===== src/rtl/kyber_pkg.sv =====
// Kyber constants, coefficient type, Montgomery-domain zeta table and the
// basemul sequencer state encoding shared by the NTT-domain controllers.
package kyber_pkg;

  localparam int KYBER_Q = 3329;
  localparam int KYBER_N = 256;

  typedef logic signed [15:0] coeff_t;

  typedef enum logic [2:0] {
    ST_IDLE,
    ST_READ,
    ST_LOAD,
    ST_WAIT,
    ST_WRITE,
    ST_FIN
  } seq_state_t;

  // 2^16 * 17^brv7(i) mod q, centred around zero
  localparam int ZETAS [128] = '{
    -1044,  -758,  -359, -1517,  1493,  1422,   287,   202,
     -171,   622,  1577,   182,   962, -1202, -1474,  1468,
      573, -1325,   264,   383,  -829,  1458, -1602,  -130,
     -681,  1017,   732,   608, -1542,   411,  -205, -1571,
     1223,   652,  -552,  1015, -1293,  1491,  -282, -1544,
      516,    -8,  -320,  -666, -1618, -1162,   126,  1469,
     -853,   -90,  -271,   830,   107, -1421,  -247,  -951,
     -398,   961, -1508,  -725,   448, -1065,   677, -1275,
    -1103,   430,   555,   843, -1251,   871,  1550,   105,
      422,   587,   177,  -235,  -291,  -460,  1574,  1653,
     -246,   778,  1159,  -147,  -777,  1483,  -602,  1119,
    -1590,   644,  -872,   349,   418,   329,  -156,   -75,
      817,  1097,   603,   610,  1322, -1285, -1465,   384,
    -1215,  -136,  1218, -1335,  -874,   220, -1187, -1659,
    -1185, -1530, -1278,   794, -1510,  -854,  -870,   478,
     -108,  -308,   996,   991,   958, -1460,  1522,  1628
  };

endpackage


===== src/rtl/poly_basemul_seq_zeta_sel.sv =====
// Pair index k -> basemul twiddle: ZETAS[64 + k/2], negated for odd k.
module zeta_sel
  import kyber_pkg::*;
(
  input  logic [6:0] k,
  output coeff_t     zeta
);

  logic [6:0] idx;
  coeff_t     z_pos;

  assign idx   = {1'b1, k[6:1]};
  assign z_pos = coeff_t'(ZETAS[idx]);
  assign zeta  = k[0] ? coeff_t'(-z_pos) : z_pos;

endmodule


===== src/rtl/poly_basemul_seq.sv =====
// Walks a polynomial pair through an external basemul, one coefficient pair at a time.
// Optional accumulate-into-result mode is enabled with `define BASEMUL_ACC_EN.
module poly_basemul_seq
  import kyber_pkg::*;
#(
  parameter int BM_LATENCY = 13,
  parameter int NPAIRS     = 128
)
(
  input  logic        clk,
  input  logic        rst,
  input  logic        start,
`ifdef BASEMUL_ACC_EN
  input  logic        acc,
  output logic [6:0]  r_rd_addr,
  input  logic [31:0] r_rd_data,
`endif
  output logic        busy,
  output logic        done,
  output logic [6:0]  a_rd_addr,
  input  logic [31:0] a_rd_data,
  output logic [6:0]  b_rd_addr,
  input  logic [31:0] b_rd_data,
  output logic        r_wr_en,
  output logic [6:0]  r_wr_addr,
  output logic [31:0] r_wr_data,
  output logic        bm_start,
  output logic [31:0] bm_a,
  output logic [31:0] bm_b,
  output logic [15:0] bm_zeta,
  input  logic [31:0] bm_r
);

  localparam int         CW   = $clog2(BM_LATENCY + 1);
  localparam logic [6:0] LAST = 7'(NPAIRS - 1);

  seq_state_t  state;
  logic [6:0]  k;
  logic [CW-1:0] wait_cnt;
  coeff_t      zeta_k;
  logic [31:0] wr_data_next;

  zeta_sel u_zeta_sel (
    .k    (k),
    .zeta (zeta_k)
  );

`ifdef BASEMUL_ACC_EN
  logic        acc_q;
  logic [31:0] r_old;

  // Plain 16-bit wrap per half; reduction happens downstream
  always_comb begin
    wr_data_next = bm_r;
    if (acc_q)
      wr_data_next = {bm_r[31:16] + r_old[31:16], bm_r[15:0] + r_old[15:0]};
  end
`else
  assign wr_data_next = bm_r;
`endif

  always_ff @(posedge clk or posedge rst) begin
    if (rst) begin
      state     <= ST_IDLE;
      k         <= '0;
      wait_cnt  <= '0;
      busy      <= 1'b0;
      done      <= 1'b0;
      a_rd_addr <= '0;
      b_rd_addr <= '0;
      r_wr_en   <= 1'b0;
      r_wr_addr <= '0;
      r_wr_data <= '0;
      bm_start  <= 1'b0;
      bm_a      <= '0;
      bm_b      <= '0;
      bm_zeta   <= '0;
`ifdef BASEMUL_ACC_EN
      acc_q     <= 1'b0;
      r_old     <= '0;
      r_rd_addr <= '0;
`endif
    end else begin
      bm_start <= 1'b0;
      r_wr_en  <= 1'b0;
      done     <= 1'b0;
      case (state)
        ST_IDLE: begin
          if (start) begin
            state     <= ST_READ;
            k         <= '0;
            busy      <= 1'b1;
            a_rd_addr <= '0;
            b_rd_addr <= '0;
`ifdef BASEMUL_ACC_EN
            acc_q     <= acc;
            r_rd_addr <= '0;
`endif
          end
        end
        // Addresses were set on entry, so the RAMs see k during this cycle
        ST_READ: state <= ST_LOAD;
        ST_LOAD: begin
          bm_a     <= a_rd_data;
          bm_b     <= b_rd_data;
          bm_zeta  <= zeta_k;
          bm_start <= 1'b1;
          wait_cnt <= CW'(BM_LATENCY);
`ifdef BASEMUL_ACC_EN
          r_old    <= r_rd_data;
`endif
          state    <= ST_WAIT;
        end
        ST_WAIT: begin
          wait_cnt <= wait_cnt - CW'(1);
          if (wait_cnt == CW'(1))
            state <= ST_WRITE;
        end
        ST_WRITE: begin
          r_wr_en   <= 1'b1;
          r_wr_addr <= k;
          r_wr_data <= wr_data_next;
          if (k == LAST) begin
            state <= ST_FIN;
            done  <= 1'b1;
          end else begin
            k         <= k + 7'd1;
            a_rd_addr <= k + 7'd1;
            b_rd_addr <= k + 7'd1;
`ifdef BASEMUL_ACC_EN
            r_rd_addr <= k + 7'd1;
`endif
            state     <= ST_READ;
          end
        end
        ST_FIN: begin
          busy  <= 1'b0;
          state <= ST_IDLE;
        end
        default: state <= ST_IDLE;
      endcase
    end
  end

endmodule

===== config.mk =====
export PLATFORM = sky130hd
export DESIGN_NAME = poly_basemul_seq
export DESIGN_NICKNAME = d
export VERILOG_FILES = /design/src/rtl/kyber_pkg.sv /design/src/rtl/poly_basemul_seq_zeta_sel.sv /design/src/rtl/poly_basemul_seq.sv
export SDC_FILE = /design/constraint.sdc
export NUM_CORES = 1
export LEC_CHECK = 0
export BUFFER_PORTS_ARGS = -buffer_cell sky130_fd_sc_hd__buf_2
export CAP_MARGIN = 10
export CELL_PAD_IN_SITES_DETAIL_PLACEMENT = 1
export CELL_PAD_IN_SITES_GLOBAL_PLACEMENT = 2
export CORE_MARGIN = 5
export CORE_UTILIZATION = 27
export CTS_BUF_LIST = sky130_fd_sc_hd__clkbuf_2 sky130_fd_sc_hd__clkbuf_4 sky130_fd_sc_hd__clkbuf_8
export DETAILED_ROUTE_END_ITERATION = 8
export PLACE_DENSITY = 0.75
export SLEW_MARGIN = 10
export SYNTH_ARGS = -nofsm -noshare
export SYNTH_HDL_FRONTEND = slang
export SYNTH_SLANG_ARGS = --single-unit
export TNS_END_PERCENT = 100

===== constraint.sdc =====
create_clock -name clk -period 4.9 [get_ports clk]
set_input_delay 0.98 -clock clk [delete_from_list [all_inputs] [get_ports clk]]
set_output_delay 0.98 -clock clk [all_outputs]
set_load 0.01 [all_outputs]

-- After elaboration in Yosys (flattened, before gate mapping)
Memories as Yosys holds them, arrays and structs flattened.
Index checks and enable logic that the tools add are counted.
- bits in read-only memories: 4096
- output and inout port bits: 137
- memories: 1
- register bits after elaboration: 137
- input port bits: 99
- logic and storage cells: 52
- memories (memory ; words ; bits a word ; rd ports ; clocked after Yosys merged registers in ; write ports ; RTL line ; text):
    (name not given) ; 128 ; 32 ; 1 ; 0 ; 0 ; poly_basemul_seq_zeta_sel.sv:13 ; assign z_pos = coeff_t'(ZETAS[idx]);
- add/subtract/negate cells: 3
- reduce and logical (&&, ||, !) cells: 7
- bitwise operators: 1
- equality and inequality tests: 10
- order comparisons: 1
- multiplexer cells: 17
- operators by type and width (operator ; count):
    16-bit 2-to-1 mux ; 3
    16-bit negation ; 1
    3-bit case mux with 5 select lines ; 1
    7-bit 2-to-1 mux ; 2
    7-bit case mux with 2 select lines ; 1
    3-bit 2-to-1 mux ; 3
    8-bit >= comparator, second input constant ; 1
    7-bit NOT with 8-bit output ; 1
    4-bit case mux with 2 select lines ; 1
    7-bit by 1-bit adder with 7-bit output, second input constant ; 1
    7-bit == test, second input constant ; 1
    3-bit by 2-bit == test with 1-bit output, second input constant ; 2
    3-bit == test, second input constant ; 2
    2-bit != test, second input constant ; 3
    2-bit nonzero test ; 3
    1-bit 2-to-1 mux ; 5
    4-bit by 1-bit == test with 1-bit output, second input constant ; 1
    2-bit AND reduction ; 2
    4-bit by 1-bit subtractor with 4-bit output, second input constant ; 1
    3-bit by 1-bit == test with 1-bit output, second input constant ; 1
    3-bit logical NOT ; 1
    3-bit AND reduction ; 1
    1-bit case mux with 2 select lines ; 1

-- Depth between registers and ports, before layout
- depth in word-level cells: 6
- depth in mapped cells: 15
- depth with buffers taken out: 13

-- Modules after synthesis
From an unflattened synthesis, not the netlist that was laid out.
- cells, all modules: 595
- area, all modules: 7059.3 µm²
- by module, submodules not included (module ; times used ; seq. area each (µm²) ; area an instance (µm²) ; cells each):
    poly_basemul_seq ; 1 ; 3428.3 ; 5348.9 ; 353
    zeta_sel ; 1 ; 0.0 ; 1710.4 ; 242

-- Worst setup path after synthesis
OpenSTA, ideal clock, no wires.
- kind: register -> register
- from: register k[1]
- to: register bm_zeta[10]
- required time: 4.765 ns
- stages on the path, launching flop included: 15
- buffers on the path: 2
- arrival: 3.264 ns
- path slack: 1.501 ns
- library setup time: 0.135 ns
- clock period less this slack: 3.399 ns
- path through: dfrtp_1 -> buf_2 -> clkinv_1 -> ha_1 -> buf_2 -> mux4_2 -> o21ai_1 -> o311ai_1 -> inv_1 -> ha_1 -> inv_1 -> or3_1 -> o31ai_1 -> xor2_1 -> o21ai_0
- word-level cells in the longest chain between the ends: 6
- ends and longest elaborated chain (what ; RTL line ; text):
    start, declared ; poly_basemul_seq.sv:38 ; logic [6:0] k;
    start signal, assigned ; poly_basemul_seq.sv:127 ; k <= k + 7'd1;
    7-bit NOT with 8-bit output (not written as such) (*) ; poly_basemul_seq_zeta_sel.sv:13 ;
    memory 128 x 32 bit (*) ; - ;
    16-bit 2-to-1 mux (not written as such) (*) (2 in a row) ; poly_basemul_seq_zeta_sel.sv:13 ;
    16-bit negation ; poly_basemul_seq_zeta_sel.sv:14 ; assign zeta = k[0] ? coeff_t'(-z_pos) : z_pos;
    16-bit 2-to-1 mux (*) ; poly_basemul_seq_zeta_sel.sv:14 ;
    end signal, assigned ; poly_basemul_seq.sv:106 ; bm_zeta <= zeta_k;
    end, declared ; poly_basemul_seq.sv:30 ; output logic [15:0] bm_zeta,
Every way passes the cells marked *; elsewhere a longest branch is shown, timed or not. The select of a mux whose other input is x is not followed.
A chain may end at the register's enable or synchronous reset.

-- Final worst setup path
- from: register k[2]
- to: register bm_zeta[11]
Same word-level chain as after synthesis.

==> metrics.yaml <==
outcome: "finished clean"
synth.largest_area_cell: "dfrtp_1"
synth_top_area_share: 0.497
grt_pass1_vias: 6543
min_from: "bm_a[28]$_DFFE_PP0P_"
start_util: 0.274
ant_nets: 0
num_vias: 6091
wl_per_cell_um: 18.1
die_area_um2: 28800
drc: 0
clock-sinks: 137
clk_latency_ns: 0.45
async_flop_share: 1.00
hp-class: "flop to flop"
max_freq_mhz: 286
min_path_cells: 2
vdd_drop_max_uv: 187
ios: 236
fin_crit_sh: 0.712
end_kind: "flop"
post_cts_buffers: 0
grt_max_degree: 89
combPwrFrac: 0.507
grt_pass1_wl_um: 37600
cap_violations: 0
setup_viol: 0
hpwlAfterDp_um: 17000
clock_path_buffers: 2
intPower_mw: 3.31
cp-start-kind: "flop"
cts_tree: "yes"
antenna_found_initial: 1
multi_input_area_um2: 3140
cts_resized: 0
seqCellArea_um2: 3430
synth_seq_area_share: 0.497
min_period_ns: 3.49
ys_top_cells_by_area: "dfrtp_1, nand2_1, mux2_2"
critPathMaxFanout: 11
finalMaxSlewViolations: 0
ys.flop_type: "dfrtp_1"
powerDensity_nw_per_um2: 689
port-buffer-count: 235
grt.overflow.total: 0
finalSetupTns_ns: 0
drt_iter0_drc: 406
n_fill_cell: 2983
cp.arrival_ns: 3.78
hold_violations: 0
mappedNetlistNets: 859
die_x_um: 170
p_switching_mw: 2.73
fin_util: 0.348
yosysWarnings: 0
clk_pin_slew_ns: 0.08
clock_skew_ns: 0.0170
cts_made_buffers: 17
nNetsFinal: 1071
vias_per_cell: 4.69
switching_share: 0.452
htree_levels: 4
required_ns: 5.19
area_delta_synth_final_pct: 27.1
place_congestion: 0.845
yosysMostFrequentCell: "nand2_1"
cts_root_buffer: "clkbuf_8"
worstReg2RegStart: "k[2]$_DFFE_PP0P_"
synth_edf_count: 0
drt_wl_total_um: 23500
cts_hold_buf: 0
drive_above_1_share: 0.344
synth_cell_types: 59
gr-usage-all-layers: 0.163
drtPass1Iterations: 4
slew-limit-headroom: 0.325
leakagePower_nw: 4.55
die_h_um: 170
rsz0062_at_grt: "false"
synth_area_per_cell_um2: 9.26
netlist_area_um2: 6900
fp-row-count: 58
core_area_um2: 25200
ys_seq_elements: 137
synth_common_cells: "nand2_1, dfrtp_1, mux2_2"
r2r_cells: 10
p_seq_frac: 0.319
setup.worst_path.start: "k[2]$_DFFE_PP0P_"
setup.worst_path.class: "flop to flop"
synthCells: 745
clkPwrFrac: 0.174
max_slew.worst_pin.slew_ns: 1.01
==> cell usage in the layout, fill, tap and decap left out, types with 4 or more instances in the layout <==
master | netlist | routed
xnor2_1 | 9 | 9
a221o_1 | 4 | 4
and2_1 | 5 | 5
nor2_1 | 28 | 28
nand2b_1 | 13 | 13
nand3_1 | 8 | 8
clkbuf_8 | 0 | 18
nand2_1 | 230 | 230
o31ai_1 | 7 | 7
mux2_2 | 40 | 40
ha_1 | 15 | 15
o21ai_0 | 39 | 39
o211ai_1 | 9 | 9
buf_4 | 9 | 13
nor2b_1 | 13 | 13
o21ai_1 | 7 | 7
xor2_1 | 5 | 5
a31oi_1 | 9 | 9
inv_6 | 0 | 6
a21oi_1 | 20 | 20
bufinv_16 | 0 | 4
o21a_1 | 5 | 5
inv_1 | 15 | 14
a211oi_1 | 7 | 7
buf_2 | 17 | 235
nor3_1 | 9 | 8
dfrtp_1 | 137 | 135
==> final timing paths <==
| check | end | slack (ns) |
|---|---|---|
| setup / recovery | bm_zeta[11]$_DFFE_PP0P_ | 1.41 |
| hold / removal | bm_a[28]$_DFFE_PP0P_ | 0.47 |
| setup reg to reg | bm_zeta[11]$_DFFE_PP0P_ | 1.41 |
| hold reg to reg | bm_a[28]$_DFFE_PP0P_ | 0.47 |
| max in group asynchronous | k[3]$_DFFE_PP0P_ | 3.24 |
| min in group asynchronous | bm_a[16]$_DFFE_PP0P_ | 0.66 |
==> state kept, by name (all words and copies together), names as in the netlist, 3 cells and up <==
signal and count:
bm_a 32, bm_b 32, r_wr_addr 7, wait_cnt 4, r_wr_data 32, k 7, bm_zeta 16, state 3
==> critical path, stage by stage (launching register included) <==
cell and delay (ns):
dfrtp_1 0.38, inv_1 0.29, ha_1 0.44, and2b_1 0.32, o21ai_0 0.13, a31oi_1 0.26, o221ai_1 0.25, or4b_4 0.59
o41ai_4 0.40, xor2_1 0.20, o21ai_1 0.07
==> power groups by stage <==
| stage | registers, mW | clock network [mW] | logic (mW) |
|---|---|---|---|
| floorplan | 2.03 | 0 | 1.86 |
| global placement | 1.93 | 0 | 3.09 |
| detailed placement | 1.95 | 0 | 3.10 |
| CTS | 1.93 | 1.09 | 3.11 |
| global route | 2.00 | 1.14 | 3.41 |
| finish | 1.93 | 1.05 | 3.07 |
==> through the flow <==
| stage | instances | cell area (µm²) | power [mW] | setup WS, ns | hold slack (ns) |
|---|---|---|---|---|---|
| final | 1300 | 8770 | 6.05 | 1.41 | 0.472 |
| after global routing | 1300 | 8770 | 6.56 | 1.14 | 0.486 |
| after CTS | 1299 | 8770 | 6.13 | 1.40 | 0.478 |
| after detailed placement | 1268 | 8330 | 5.05 | 1.44 | 0.458 |
| after global placement | 1268 | 8330 | 5.02 | 1.46 | 0.453 |
| after floorplan | 745 | 6900 | 3.90 | 0.252 | 0.452 |
==> metal layers <==
metal | wire length (µm) | track usage | up-vias
met3 | 1590 | 0.0425 | 18
met2 | 11400 | 0.263 | 181
li1 | - | - | 2931
met1 | 10200 | 0.220 | 2961
met4 | 338 | 0.0385 | 0
met5 | 0 | 0 | -
==> final cells by class <==
class	count	area share
antenna	1	0.000285
tap	330	0.0471
multi-input combinational	534	0.358
timing repair buffer	248	0.145
clock inverter	13	0.0217
inverter	19	0.00870
sequential	137	0.391
clock buffer	18	0.0282
==> logic make-up after synthesis <==
| kind of cell | Yosys count | share of synthesized area |
|---|---|---|
| multiplexers | 45 | 0.0780 |
| AO/OA/AOI/OAI | 136 | 0.131 |
| XOR/XNOR | 14 | 0.0178 |
| AND/OR/NAND/NOR | 324 | 0.200 |
| flip-flops | 137 | 0.497 |
| buffers and inverters | 74 | 0.0493 |
| adder cells (fa/ha/maj) | 15 | 0.0272 |
No activity file was read; power rests on OpenSTA's default activity.
